<file path="config.mk">
export PLATFORM = sky130hd
export DESIGN_NAME = gcd_arbiter
export DESIGN_NICKNAME = d
export VERILOG_FILES = /design/src/rtl/gcd_pkg.sv /design/src/rtl/gcd_arbiter_rr_pick.sv /design/src/rtl/gcd_arbiter.sv
export SDC_FILE = /design/constraint.sdc
export NUM_CORES = 1
export LEC_CHECK = 0
export ABC_AREA = 1
export BUFFER_PORTS_ARGS = -buffer_cell sky130_fd_sc_hd__buf_2
export CAP_MARGIN = 20
export CORE_MARGIN = 3
export CORE_UTILIZATION = 41
export DETAILED_ROUTE_END_ITERATION = 6
export PLACE_DENSITY = 0.77
export REMOVE_ABC_BUFFERS = 1
export SLEW_MARGIN = 20
export SYNTH_ARGS = -nofsm -noshare
export SYNTH_HDL_FRONTEND = slang
export SYNTH_HIERARCHICAL = 1
export SYNTH_SLANG_ARGS = --single-unit
</file>
<file path="constraint.sdc">
create_clock -name clk -period 2.5 [get_ports clk]
set_clock_uncertainty 0.2 [all_clocks]
set_input_delay 0.375 -clock clk [delete_from_list [all_inputs] [get_ports clk]]
set_output_delay 0.375 -clock clk [all_outputs]
set_load 0.03 [all_outputs]
</file>
<file path="src/rtl/gcd_pkg.sv">
// Shared types and widths for the round-robin GCD engine arbiter.
package gcd_pkg;

  localparam int unsigned GCD_W = 16;

  typedef enum logic [1:0] {IDLE, LOAD, RUN, RESP} gcd_arb_state_t;

  // Index width for a requester vector of n entries (at least 1 bit).
  function automatic int unsigned idx_w(input int unsigned n);
    return (n > 1) ? $clog2(n) : 1;
  endfunction

endpackage

</file>
<file path="src/rtl/gcd_arbiter_rr_pick.sv">
// Combinational round-robin picker: first set req bit at or above ptr, wrapping.
module rr_pick
  import gcd_pkg::*;
#(
  parameter int unsigned NREQ = 4,
  parameter int unsigned IW   = idx_w(NREQ)
) (
  input  logic [NREQ-1:0] req,
  input  logic [IW-1:0]   ptr,
  output logic [NREQ-1:0] sel,
  output logic [IW-1:0]   idx
);

  logic found;

  always_comb begin
    sel   = '0;
    idx   = '0;
    found = 1'b0;
    for (int unsigned k = 0; k < NREQ; k++) begin
      int unsigned j;
      j = (32'(ptr) + k) % NREQ;
      if (!found && req[j]) begin
        found  = 1'b1;
        sel[j] = 1'b1;
        idx    = IW'(j);
      end
    end
  end

endmodule

</file>
<file path="src/rtl/gcd_arbiter.sv">
// Round-robin scheduler sharing one GCD subtraction engine between NREQ requesters.
// Optional RUN watchdog enabled by defining GCD_ARB_TIMEOUT_EN.
module gcd_arbiter
  import gcd_pkg::*;
#(
  parameter int unsigned      NREQ       = 4,
  parameter logic [GCD_W-1:0] MAX_CYCLES = 16'd1000
) (
  input  logic                  clk,
  input  logic                  rst,
  input  logic [NREQ-1:0]       req,
  input  logic [NREQ*GCD_W-1:0] req_x,
  input  logic [NREQ*GCD_W-1:0] req_y,
  output logic [NREQ-1:0]       gnt,
  output logic [NREQ-1:0]       rsp_valid,
  input  logic [NREQ-1:0]       rsp_ready,
  output logic [GCD_W-1:0]      rsp_data,
  output logic                  rsp_err,
  output logic                  busy,
  output logic                  eng_rst,
  output logic                  eng_start,
  output logic [GCD_W-1:0]      eng_xi,
  output logic [GCD_W-1:0]      eng_yi,
  input  logic [GCD_W-1:0]      eng_xo,
  input  logic                  eng_rdy
);

  localparam int unsigned IW = idx_w(NREQ);

  gcd_arb_state_t   state_q, state_d;
  logic [IW-1:0]    ptr_q, ptr_d;
  logic [IW-1:0]    cur_q, cur_d;
  logic [GCD_W-1:0] op_x_q, op_x_d;
  logic [GCD_W-1:0] op_y_q, op_y_d;
  logic [NREQ-1:0]  gnt_q, gnt_d;
  logic [NREQ-1:0]  rsp_valid_q, rsp_valid_d;
  logic [GCD_W-1:0] rsp_data_q, rsp_data_d;
  logic             rsp_err_q, rsp_err_d;
  logic             busy_q;
  logic             eng_start_q;

  logic [NREQ-1:0]  pick_sel;
  logic [IW-1:0]    pick_idx;

`ifdef GCD_ARB_TIMEOUT_EN
  logic [GCD_W-1:0] cnt_q, cnt_d;
`else
  logic unused_max_cycles;
  assign unused_max_cycles = ^MAX_CYCLES;
`endif

  rr_pick #(.NREQ(NREQ), .IW(IW)) u_pick (
    .req (req),
    .ptr (ptr_q),
    .sel (pick_sel),
    .idx (pick_idx)
  );

  // Next-state and datapath updates.
  always_comb begin
    state_d     = state_q;
    ptr_d       = ptr_q;
    cur_d       = cur_q;
    op_x_d      = op_x_q;
    op_y_d      = op_y_q;
    gnt_d       = '0;
    rsp_valid_d = rsp_valid_q;
    rsp_data_d  = rsp_data_q;
    rsp_err_d   = rsp_err_q;
`ifdef GCD_ARB_TIMEOUT_EN
    cnt_d       = cnt_q;
`endif
    case (state_q)
      IDLE: begin
        if (|req) begin
          op_x_d  = req_x[32'(pick_idx)*GCD_W +: GCD_W];
          op_y_d  = req_y[32'(pick_idx)*GCD_W +: GCD_W];
          cur_d   = pick_idx;
          gnt_d   = pick_sel;
          state_d = LOAD;
        end
      end
      LOAD: begin
`ifdef GCD_ARB_TIMEOUT_EN
        cnt_d   = '0;
`endif
        state_d = RUN;
      end
      RUN: begin
        if (eng_rdy) begin
          rsp_data_d         = eng_xo;
          rsp_err_d          = 1'b0;
          rsp_valid_d        = '0;
          rsp_valid_d[cur_q] = 1'b1;
          state_d            = RESP;
        end
`ifdef GCD_ARB_TIMEOUT_EN
        else begin
          // Ready on the limit cycle takes priority over the timeout.
          cnt_d = cnt_q + 1'b1;
          if (cnt_d == MAX_CYCLES) begin
            rsp_data_d         = '0;
            rsp_err_d          = 1'b1;
            rsp_valid_d        = '0;
            rsp_valid_d[cur_q] = 1'b1;
            state_d            = RESP;
          end
        end
`endif
      end
      RESP: begin
        if (rsp_ready[cur_q]) begin
          rsp_valid_d = '0;
          ptr_d       = (cur_q == IW'(NREQ-1)) ? '0 : cur_q + 1'b1;
          state_d     = IDLE;
        end
      end
      default: state_d = IDLE;
    endcase
  end

  always_ff @(posedge clk or posedge rst) begin
    if (rst) begin
      state_q     <= IDLE;
      ptr_q       <= '0;
      cur_q       <= '0;
      op_x_q      <= '0;
      op_y_q      <= '0;
      gnt_q       <= '0;
      rsp_valid_q <= '0;
      rsp_data_q  <= '0;
      rsp_err_q   <= 1'b0;
      busy_q      <= 1'b0;
      eng_start_q <= 1'b0;
`ifdef GCD_ARB_TIMEOUT_EN
      cnt_q       <= '0;
`endif
    end else begin
      state_q     <= state_d;
      ptr_q       <= ptr_d;
      cur_q       <= cur_d;
      op_x_q      <= op_x_d;
      op_y_q      <= op_y_d;
      gnt_q       <= gnt_d;
      rsp_valid_q <= rsp_valid_d;
      rsp_data_q  <= rsp_data_d;
      rsp_err_q   <= rsp_err_d;
      busy_q      <= (state_d != IDLE);
      eng_start_q <= (state_d == RUN);
`ifdef GCD_ARB_TIMEOUT_EN
      cnt_q       <= cnt_d;
`endif
    end
  end

  assign gnt       = gnt_q;
  assign rsp_valid = rsp_valid_q;
  assign rsp_data  = rsp_data_q;
  assign rsp_err   = rsp_err_q;
  assign busy      = busy_q;
  assign eng_rst   = rst;
  assign eng_start = eng_start_q;
  assign eng_xi    = op_x_q;
  assign eng_yi    = op_y_q;

endmodule
</file>
Yosys cells after proc, flatten, opt, wreduce, memory -nomap -nowiden
Cells that the tools add are included.
{ "op_classes": {"n_addsub": 4, "order_cmp": 10, "n_eq_ne": 7, "shift": 2, "mux": 41, "bitwise": 3, "reduce_logical": 19} }
{ "ops": {"columns": ["op", "n"], "rows": [
  ["$shiftx 64x7->16", 2],
  ["$mux 4", 8],
  ["$mux 2", 8],
  ["$lt 2x3->1 const B", 5],
  ["$mux 1", 13],
  ["$or 4x4->4", 3],
  ["$bmux 1 s2", 5],
  ["$demux 1 s2", 5],
  ["$ge 2x1->1 const B", 5],
  ["$eq 2x2->1 const B", 4],
  ["$logic_and 1x1->1", 8],
  ["$pmux 2 s4", 1],
  ["$pmux 4 s2", 1],
  ["$reduce_and 2->1", 3],
  ["$add 2x1->2 const B", 2],
  ["$add 2x2->2 const B", 2],
  ["$ne 2x2->1 const B", 2],
  ["$reduce_bool 2->1", 2],
  ["$reduce_or 4->1", 1],
  ["$logic_not 1->1", 3],
  ["$reduce_and 3->1", 1],
  ["$eq 2x1->1 const B", 1],
  ["$logic_not 2->1", 1]
]} }
{ "word_totals": {"register_bits": 64, "inputBits": 155, "output_inout_bits": 60, "wordCells": 96} }

Logic depth before layout (Yosys ltp)
Gate-level depths: netlist of the first run.
{ "logic_depth": {"word_depth": 14, "depth_mapped": 16, "depth_no_buf": 13} }

Modules after synthesis
The synthesis of the first run kept the hierarchy.
{ "modules_own_cells": {"columns": ["module", "instances", "cells_per_inst", "area_per_inst_um2", "seq_area_each_um2"], "rows": [
  ["gcd_arbiter", 1, 502, 3597.2, 1601.5],
  ["rr_pick", 1, 73, 439.2, 0.0]
]} }

Worst setup path before layout of the first run
Ideal clock, no wire load.
{ "synth_path": {"kind": "reg-to-reg", "start": "register ptr_q[0]", "end": "register op_x_q[10] (netlist: eng_xi[10])", "setup_ps": 122, "arrival_time_ps": 2177, "required_time_ps": 2178, "setup_slack_ps": 1, "stages_incl_launch_ff": 16, "n_path_buf": 4, "period_less_slack_ps": 2499, "cell_sequence": "dfrtp_1 -> inv_2 -> ha_1 -> inv_1 -> nand2_1 -> nand2_2 -> nor2_4 -> buf_6 -> nand3_1 -> nand3_1 -> buf_6 -> inv_4 -> buf_6 -> buf_6 -> a21oi_1 -> o21ai_1"} }
{ "synth_via": {"elab_chain_len": 13, "elab_cells_between_ends": 25, "classes_between": "3 x add/sub; 1 x shift; 15 x mux; 6 x reduce/logical"} }
{ "synth_lines": {"columns": ["element", "line", "source"], "rows": [
  ["from (decl)", "gcd_arbiter.sv:31", "logic [IW-1:0] ptr_q, ptr_d;"],
  ["from (signal assigned)", "gcd_arbiter.sv:140", "ptr_q <= ptr_d;"],
  ["branches (longest 11 deep; another with $add 2x1->2)", null, null],
  ["$mux 2 (*)", "gcd_arbiter_rr_pick.sv:23", "if (!found && req[j]) begin"],
  ["via pick_idx[0]", "gcd_arbiter.sv:43", "logic [IW-1:0] pick_idx;"],
  ["$shiftx 64x7->16 (*)", "gcd_arbiter.sv:76", "op_x_d = req_x[32'(pick_idx)*GCD_W +: GCD_W];"],
  ["to (signal assigned)", "gcd_arbiter.sv:142", "op_x_q <= op_x_d;"],
  ["to (decl)", "gcd_arbiter.sv:33", "logic [GCD_W-1:0] op_x_q, op_x_d;"]
]} }
Mark *: on every way through the listed nets, which the timed path passes. The select of a mux whose other input is x is not followed.
A chain may end at the register's enable or synchronous reset.

Final worst setup path of the first run
{ "layout_path": {"start": "register ptr_q[0]", "end": "register op_y_q[0] (netlist: eng_yi[0])"} }
{ "layout_via": {"elab_chain_len": 13, "elab_cells_between_ends": 25, "classes_between": "3 x add/sub; 1 x shift; 15 x mux; 6 x reduce/logical"} }
{ "layout_lines": {"columns": ["element", "line", "source"], "rows": [
  ["branches (longest 11 deep; another with $add 2x1->2)", null, null],
  ["$mux 2 (*)", "gcd_arbiter_rr_pick.sv:23", null],
  ["via pick_idx[0]", "gcd_arbiter.sv:43", null],
  ["$shiftx 64x7->16 (*)", "gcd_arbiter.sv:77", "op_y_d = req_y[32'(pick_idx)*GCD_W +: GCD_W];"],
  ["to (signal assigned)", "gcd_arbiter.sv:143", "op_y_q <= op_y_d;"],
  ["to (decl)", "gcd_arbiter.sv:34", "logic [GCD_W-1:0] op_y_q, op_y_d;"]
]} }
Marked as above.

==> results of run 1 <==
==> per-layer routing <==
metal / up-vias / track usage [%] / wire length, um
met5: - / 0 / 0
met4: 0 / 6.56 / 246
met3: 26 / 4.78 / 1060
met2: 219 / 35.4 / 6560
met1: 2088 / 26.9 / 5100
li1: 2265 / - / -
==> final cells by class <==
type | count | area, um^2 | share of cell area [%]
multi-input cells | 435 | 2090 | 36.8
flip-flops and latches | 64 | 1600 | 28.2
repair buffers | 240 | 1410 | 24.8
inverters | 42 | 165 | 2.91
well taps | 129 | 161 | 2.85
clock inverters | 7 | 125 | 2.21
clock buffers | 9 | 124 | 2.18
==> flip-flops by register name, summed over array words and instances (netlist names) <==
signal / flops
cur_q: 2
eng_xi: 16
eng_start: 1
state_q: 2
eng_yi: 16
ptr_q: 2
rsp_data: 16
gnt: 4
busy: 1
rsp_valid: 4
==> kinds of logic (layout without fill, tap and decap cells) <==
kind of cell             Yosys count  in the layout  synth area share (%)
other                              1              1                0.0929
AO/OA/AOI/OAI                    126            126                  15.9
adder cells (fa/ha/maj)            9              9                  2.79
flip-flops                        64             64                  39.7
AND/OR/NAND/NOR                  299            299                  31.0
buffers and inverters             76            298                  10.5
==> layout by cell type (no fill, tap or decap), types with 5 or more instances in the layout <==
cell type / n
ha_1: 8
nand2_2: 11
o21ai_1: 45
dfrtp_1: 64
nand4_1: 7
nand3_1: 20
clkbuf_8: 9
nand2_1: 209
buf_2: 213
a21oi_1: 51
inv_1: 31
buf_4: 14
inv_2: 9
nor2_1: 35
nor2_2: 5
o21ai_0: 22
==> power groups by stage <==
stage | Clock (W) | Sequential, W | Combinational (W)
floorplan | 0 | 0.00265 | 0.00284
global placement | 0 | 0.00179 | 0.00588
detailed placement | 0 | 0.00181 | 0.00603
CTS | 0.00114 | 0.00180 | 0.00604
global route | 0.00118 | 0.00187 | 0.00764
finish | 0.00111 | 0.00181 | 0.00695
==> worst reg2reg max path, stage by stage, from the launching register on <==
cell and delay, ns:
dfrtp_1 0.41, inv_2 0.10, ha_4 0.22, inv_2 0.10, nand3_1 0.08, nand2_1 0.07, nor2_2 0.06, a21oi_2 0.16
nand3_4 0.20, clkbuf_16 0.27, o21ai_0 0.20, nand2_1 0.09, o21ai_1 0.15
==> through the flow <==
stage / util [%] / hold slack (ns)
floorplan: - / 0.285
global placement: 54.9 / 0.256
detailed placement: 54.9 / 0.260
CTS: 57.6 / 0.0160
global route: 60.3 / 0.0237
finish: 60.3 / 0.0360
==> final timing paths <==
| check | start | to | slack, ns | cells after the start |
|---|---|---|---|---|
| worst max-delay path | ptr_q[0]$_DFFE_PP0P_ | eng_yi[0]$_DFFE_PP0P_ | 0.14 | 12 |
| worst max register to register | ptr_q[0]$_DFFE_PP0P_ | eng_yi[0]$_DFFE_PP0P_ | 0.14 | 12 |
| max in group asynchronous | rst | rsp_valid[1]$_DFFE_PP0P_ | 1.25 | 4 |
| min in group asynchronous | rst | eng_xi[11]$_DFFE_PP0P_ | 0.51 | 4 |
| worst min-delay path | eng_xo[13] | rsp_data[13]$_DFFE_PP0P_ | 0.04 | 3 |
| worst min register to register | eng_yi[6]$_DFFE_PP0P_ | eng_yi[6]$_DFFE_PP0P_ | 0.28 | 2 |
==> timing repair <==
| item | in CTS | in global routing |
|---|---|---|
| hold buffers | 1 | 0 |
| buffers inserted | 0 | 6 |
| endpoints found under the hold margin | 64 | 0 |
| gates resized for setup | 0 | 25 |
| endpoints found under the setup margin | 0 | 32 |
==> metrics.txt, run 1 <==
power density over cell area 1740 mW/mm^2; DR pass1 iterations 5; Die W 105 um; Vias/cell 4.97; cell with the most instances after synthesis nand2_1; Worst IR Drop VDD 0.795 mV; total CTS buffers 9; Post-DP HPWL 9090 um; Crit path largest cell delay 0.41 ns; post-route setup TNS 0 ns; Critical Path AT 2.42 ns; CTS clock-pin slew for the worst setup and hold paths 0.08 ns; Post-DP Area 0.00517 mm^2; Hold Path Class in2reg; total number of vias 4,598; PnR worst setup slack 0.138 ns; Final Hold Viols 0; Place WS 0.0287 ns; Synth Register Bits 64; Cells after DPL 898; H-tree Lvls 3; cell internal pwr 0.00476 W; max cap viols 0; post-layout power 0.00988 W; clock latency at the later pin of the worst-skew pair 0.33 ns; Post-Route WL 13,000 um; sequential fraction of the synthesis area 39.7%; Critical Path Start Type register; combinational group share of total power 70.4%; first-pass GRT wire length 19,400 um; Pleak 3.22 nW; CTS max path bufs 2; nets@finish 956; final period utilization 94.5%; CORE AREA 0.00942 mm^2; Total GRT Usage 21.1%; CP endpoint kind register; Mapped Avg Cell Area 7.02 um^2; area grow syn2layout 40.5%; Yosys top cell area share 39.7%; crit path cell chain inv_2, ha_4, inv_2, nand3_1, nand2_1, nor2_2, a21oi_2, nand3_4, clkbuf_16, o21ai_0, nand2_1, o21ai_1; Clock Power Share 11.3%; leading area contributor after synthesis dfrtp_1; violation count after the first detailed-routing iteration 218; post-route ant nets 0; crit path max-delay cell type dfrtp_1; Warnings, synthesis 6; fin area 0.00567 mm^2; Remaining DRCs 0; remaining global-route overflow 0; Sw Pwr 0.00511 W; GPL Wtd Cong 0.842; f_max 423 MHz; number of global-route vias before repair 4,212; Die Y 105 um; # rows 35; Max Slew Vio Count 0; Critical Path Fanout Max 34; top cells by area in the synthesized netlist dfrtp_1 40%, nand2_1 20%, a21oi_1 6.8%, o21ai_1 5.3%, nor2_1 3.6%; Reg power frac 18.3%; total die area 0.0111 mm^2; initial antenna violation count 0; Root Driver clkbuf_8; Post-synth top cells 212 x nand2_1, 64 x dfrtp_1, 55 x a21oi_1, 43 x o21ai_1, 39 x nor2_1; pin count of the biggest net entering global routing 70; WL/cell 14.0 um; top_reg_cell synth dfrtp_1; Cells after Synth 575; non-filler cells, final 926; Buf/Inv on CP 3; critical path class reg2reg; io pins 215; starting density of the core 42.9%; n_diodes 0; number of fillers in the final layout 892; count of different cell masters after synthesis 26; Post-synth EDFFs 0; CP required 2.56 ns; CTS tree yes; outcome finished, final reports clean; TritonCTS sink count 64; Worst path top cell family by delay simple AND/OR/NAND/NOR gates; Sw Ratio 51.8%; min Tclk post-route 2.36 ns; Mapped Area 0.00404 mm^2; fraction of registers with async set/reset 100%; endpoints failing setup 0; share of cells above drive strength 1 37.5%; Port Buffers 213
Power figures use the tool's default switching activity.
==> run 2: changes to the inputs <==
PLACE_DENSITY = 0.8   (was 0.77)
==> run 2 against run 1 <==
Against the previous run: global-route usage shrank 1.5 points; first-iteration DRC count grew 11%; sequential power is essentially flat; routed wire length shrank 1.7%; combinational power grew 6.5%; non-clock buffer count is the same; clock power shrank 8%; critical path depth grew 1; sequential share of layout area shrank 0.48 points; register-to-register slack lost 0.05 ns; core utilization grew 1.0 points; maximum frequency shrank 1.9%; highest routed layer is now met5.
==> metrics.txt, run 2 (synthesis gave the netlist of run 1 again) <==
Sw Pwr 0.00538 W (+5.3%); Hold Path Class in2reg; crit path max-delay cell type dfrtp_1; Max Slew Vio Count 0 (unchanged); clock latency at the later pin of the worst-skew pair 0.35 ns (+0.02 ns); area taken by multi-input logic gates 0.00214 mm^2 (+2.4%); total CTS buffers 9 (unchanged); outcome finished, final reports clean; DR pass1 iterations 5 (unchanged); first-pass GRT wire length 17,800 um (-7.9%); CTS clock-pin slew for the worst setup and hold paths 0.08 ns (about the same); min Tclk post-route 2.41 ns (+0.0467 ns); Top Metal Used met5; CP endpoint kind register; number of global-route vias before repair 3,958 (-6.0%); CTS tree yes; met1 wire length 5260 um (+3.1%); Die W 105 um (unchanged); Clock Power Share 10.0% (-1.3 points); worst-margin pin slew 0.535 ns; H-tree Lvls 3 (unchanged); post-layout power 0.0102 W (+3.4%); max cap viols 0 (unchanged); n_diodes 0 (unchanged); area grow syn2layout 43.0%; remaining global-route overflow 0 (unchanged); # rows 35 (unchanged); total number of vias 4,545 (-1.2%); combinational group share of total power 72.5% (+2.1 points); Reg power frac 17.5% (-0.8 points); Sw Ratio 52.7% (+0.96 points); io pins 215 (unchanged); wire length on met2 6110 um (-6.9%); starting density of the core 42.9% (unchanged); WL/cell 13.7 um (-2.2%); Pleak 3.26 nW (+1.0%); crit path cell chain inv_2, ha_4, inv_4, nand3_2, nand2_2, nor2_4, a21oi_4, nand3_4, clkbuf_16, o21ai_2, nor2_1, o21ai_1, nand2_1; GPL Wtd Cong 0.849 (+0.74%); critical path class reg2reg; most frequent cells in the layout 213 x buf_2, 208 x nand2_1, 64 x dfrtp_1; endpoints failing setup 0 (unchanged); total die area 0.0111 mm^2 (unchanged); most common cell after layout, fill and taps aside buf_2; Crit path largest cell delay 0.39 ns (-0.02 ns); power density over cell area 1770 mW/mm^2 (+1.6%); CTS max path bufs 2 (unchanged); share of cells above drive strength 1 37.5% (-0.063 points); Worst IR Drop VDD 0.938 mV (+18%); TritonCTS sink count 64 (unchanged); Critical Path Start Type register; register area 0.00160 mm^2 (unchanged); Final Hold Viols 0 (unchanged); violation count after the first detailed-routing iteration 241 (+11%); Remaining DRCs 0 (unchanged); pin count of the biggest net entering global routing 50 (-29%); Post-Route WL 12,700 um (-1.7%); nets@finish 960 (+0.42%); worst relative slew slack 64.3%; Critical Path AT 2.45 ns (+0.03 ns); cell internal pwr 0.00482 W (+1.3%); Cells after DPL 896 (-0.22%); initial antenna violation count 1 (+1); post-route ant nets 0 (unchanged); CORE AREA 0.00942 mm^2 (unchanged); Critical Path Fanout Max 8 (-76%); DR WL met3 1140 um (+7.4%); Die Y 105 um (unchanged); Vias/cell 4.89 (-1.6%); Port Buffers 213 (unchanged); f_max 415 MHz (-1.9%); Post-DP HPWL 8190 um (-9.9%); Root Driver clkbuf_8; final period utilization 96.3% (+1.9 points); CP required 2.54 ns (-0.02 ns); number of fillers in the final layout 850 (-4.7%); non-filler cells, final 930 (+0.43%); Total GRT Usage 19.5% (-1.5 points)
## run 2: cell count changes in the layout (fill, tap and decap cells not counted), sizes merged
cell,before,now
clkinvlp,0,1
nand3,26,28
clkbuf,13,15
buf,235,233
inv,45,46
clkinv,1,2
bufinv,3,2
## run 2: power by group through the flow
| stage | clock network [W] | logic (W) | registers (W) |
|---|---|---|---|
| detailed placement | 0 | 0.00590 | 0.00179 |
| global route | 0.00108 | 0.00808 | 0.00184 |
| floorplan | 0 | 0.00284 | 0.00265 |
| CTS | 0.00104 | 0.00593 | 0.00178 |
| finish | 0.00102 | 0.00740 | 0.00178 |
| global placement | 0 | 0.00582 | 0.00178 |
## run 2: per-layer routing
layer  global-route usage [%]  vias to the layer above
li1                         -                     2284
met5                        0                        -
met2                     33.2                      211
met4                     7.03                        2
met1                     24.1                     2027
met3                     4.59                       21
## run 2: layout make-up
class / instances / share of cell area, %
clock inverters: 7 / 1.78
repair buffers: 240 / 25.1
well taps: 129 / 2.80
multi-input cells: 437 / 37.1
repair inverters: 2 / 0.303
inverters: 42 / 3.03
flip-flops and latches: 64 / 27.7
clock buffers: 9 / 2.15
## run 2: repair_timing
action / 4_1_cts / 5_1_grt
buffers inserted: 0 / 5
gates resized for setup: 2 / 40
setup endpoints to repair: 16 / 32
hold buffers: 1 / 0
hold endpoints to repair: 22 / 0
gates cloned: 0 / 12
pin swaps: 0 / 14
## run 2: worst paths after layout
kind                                             to               startpoint  slack (ns)  depth (start not counted)
max                          eng_yi[13]$_DFFE_PP0P_     ptr_q[1]$_DFFE_PP0P_        0.09                         13
min                         rsp_data[5]$_DFFE_PP0P_                eng_xo[5]        0.02                          3
max reg2reg                  eng_yi[13]$_DFFE_PP0P_     ptr_q[1]$_DFFE_PP0P_        0.09                         13
min reg2reg                 rsp_data[0]$_DFFE_PP0P_  rsp_data[0]$_DFFE_PP0P_        0.28                          2
max in group asynchronous  rsp_valid[2]$_DFFE_PP0P_                      rst        1.07                          4
min in group asynchronous            busy$_DFF_PP0_                      rst        0.44                          3
## run 2: per-stage QoR
stage          worst slack, ns  area, um^2  util (%)  TNS (ns)  hold WS [ns]
2_1_floorplan            -1.68        3770         -    -54.23         0.285
3_3_place_gp            0.0670        5150      54.7         0         0.246
3_5_place_dp           -0.0257        5150      54.7   -0.0861         0.243
4_1_cts                 0.0114        5400      57.3         0       0.00669
5_1_grt                -0.0572        5770      61.3    -0.543        0.0153
6_report                0.0916        5770      61.3         0        0.0188
## run 2: worst max-delay path, delay by kind of cell (launching register included)
family	cells	cell delay (ns)
compound gates	3	0.51
fa+ha+maj	1	0.22
buf+inv	3	0.39
flops	1	0.39
simple gates	6	0.57
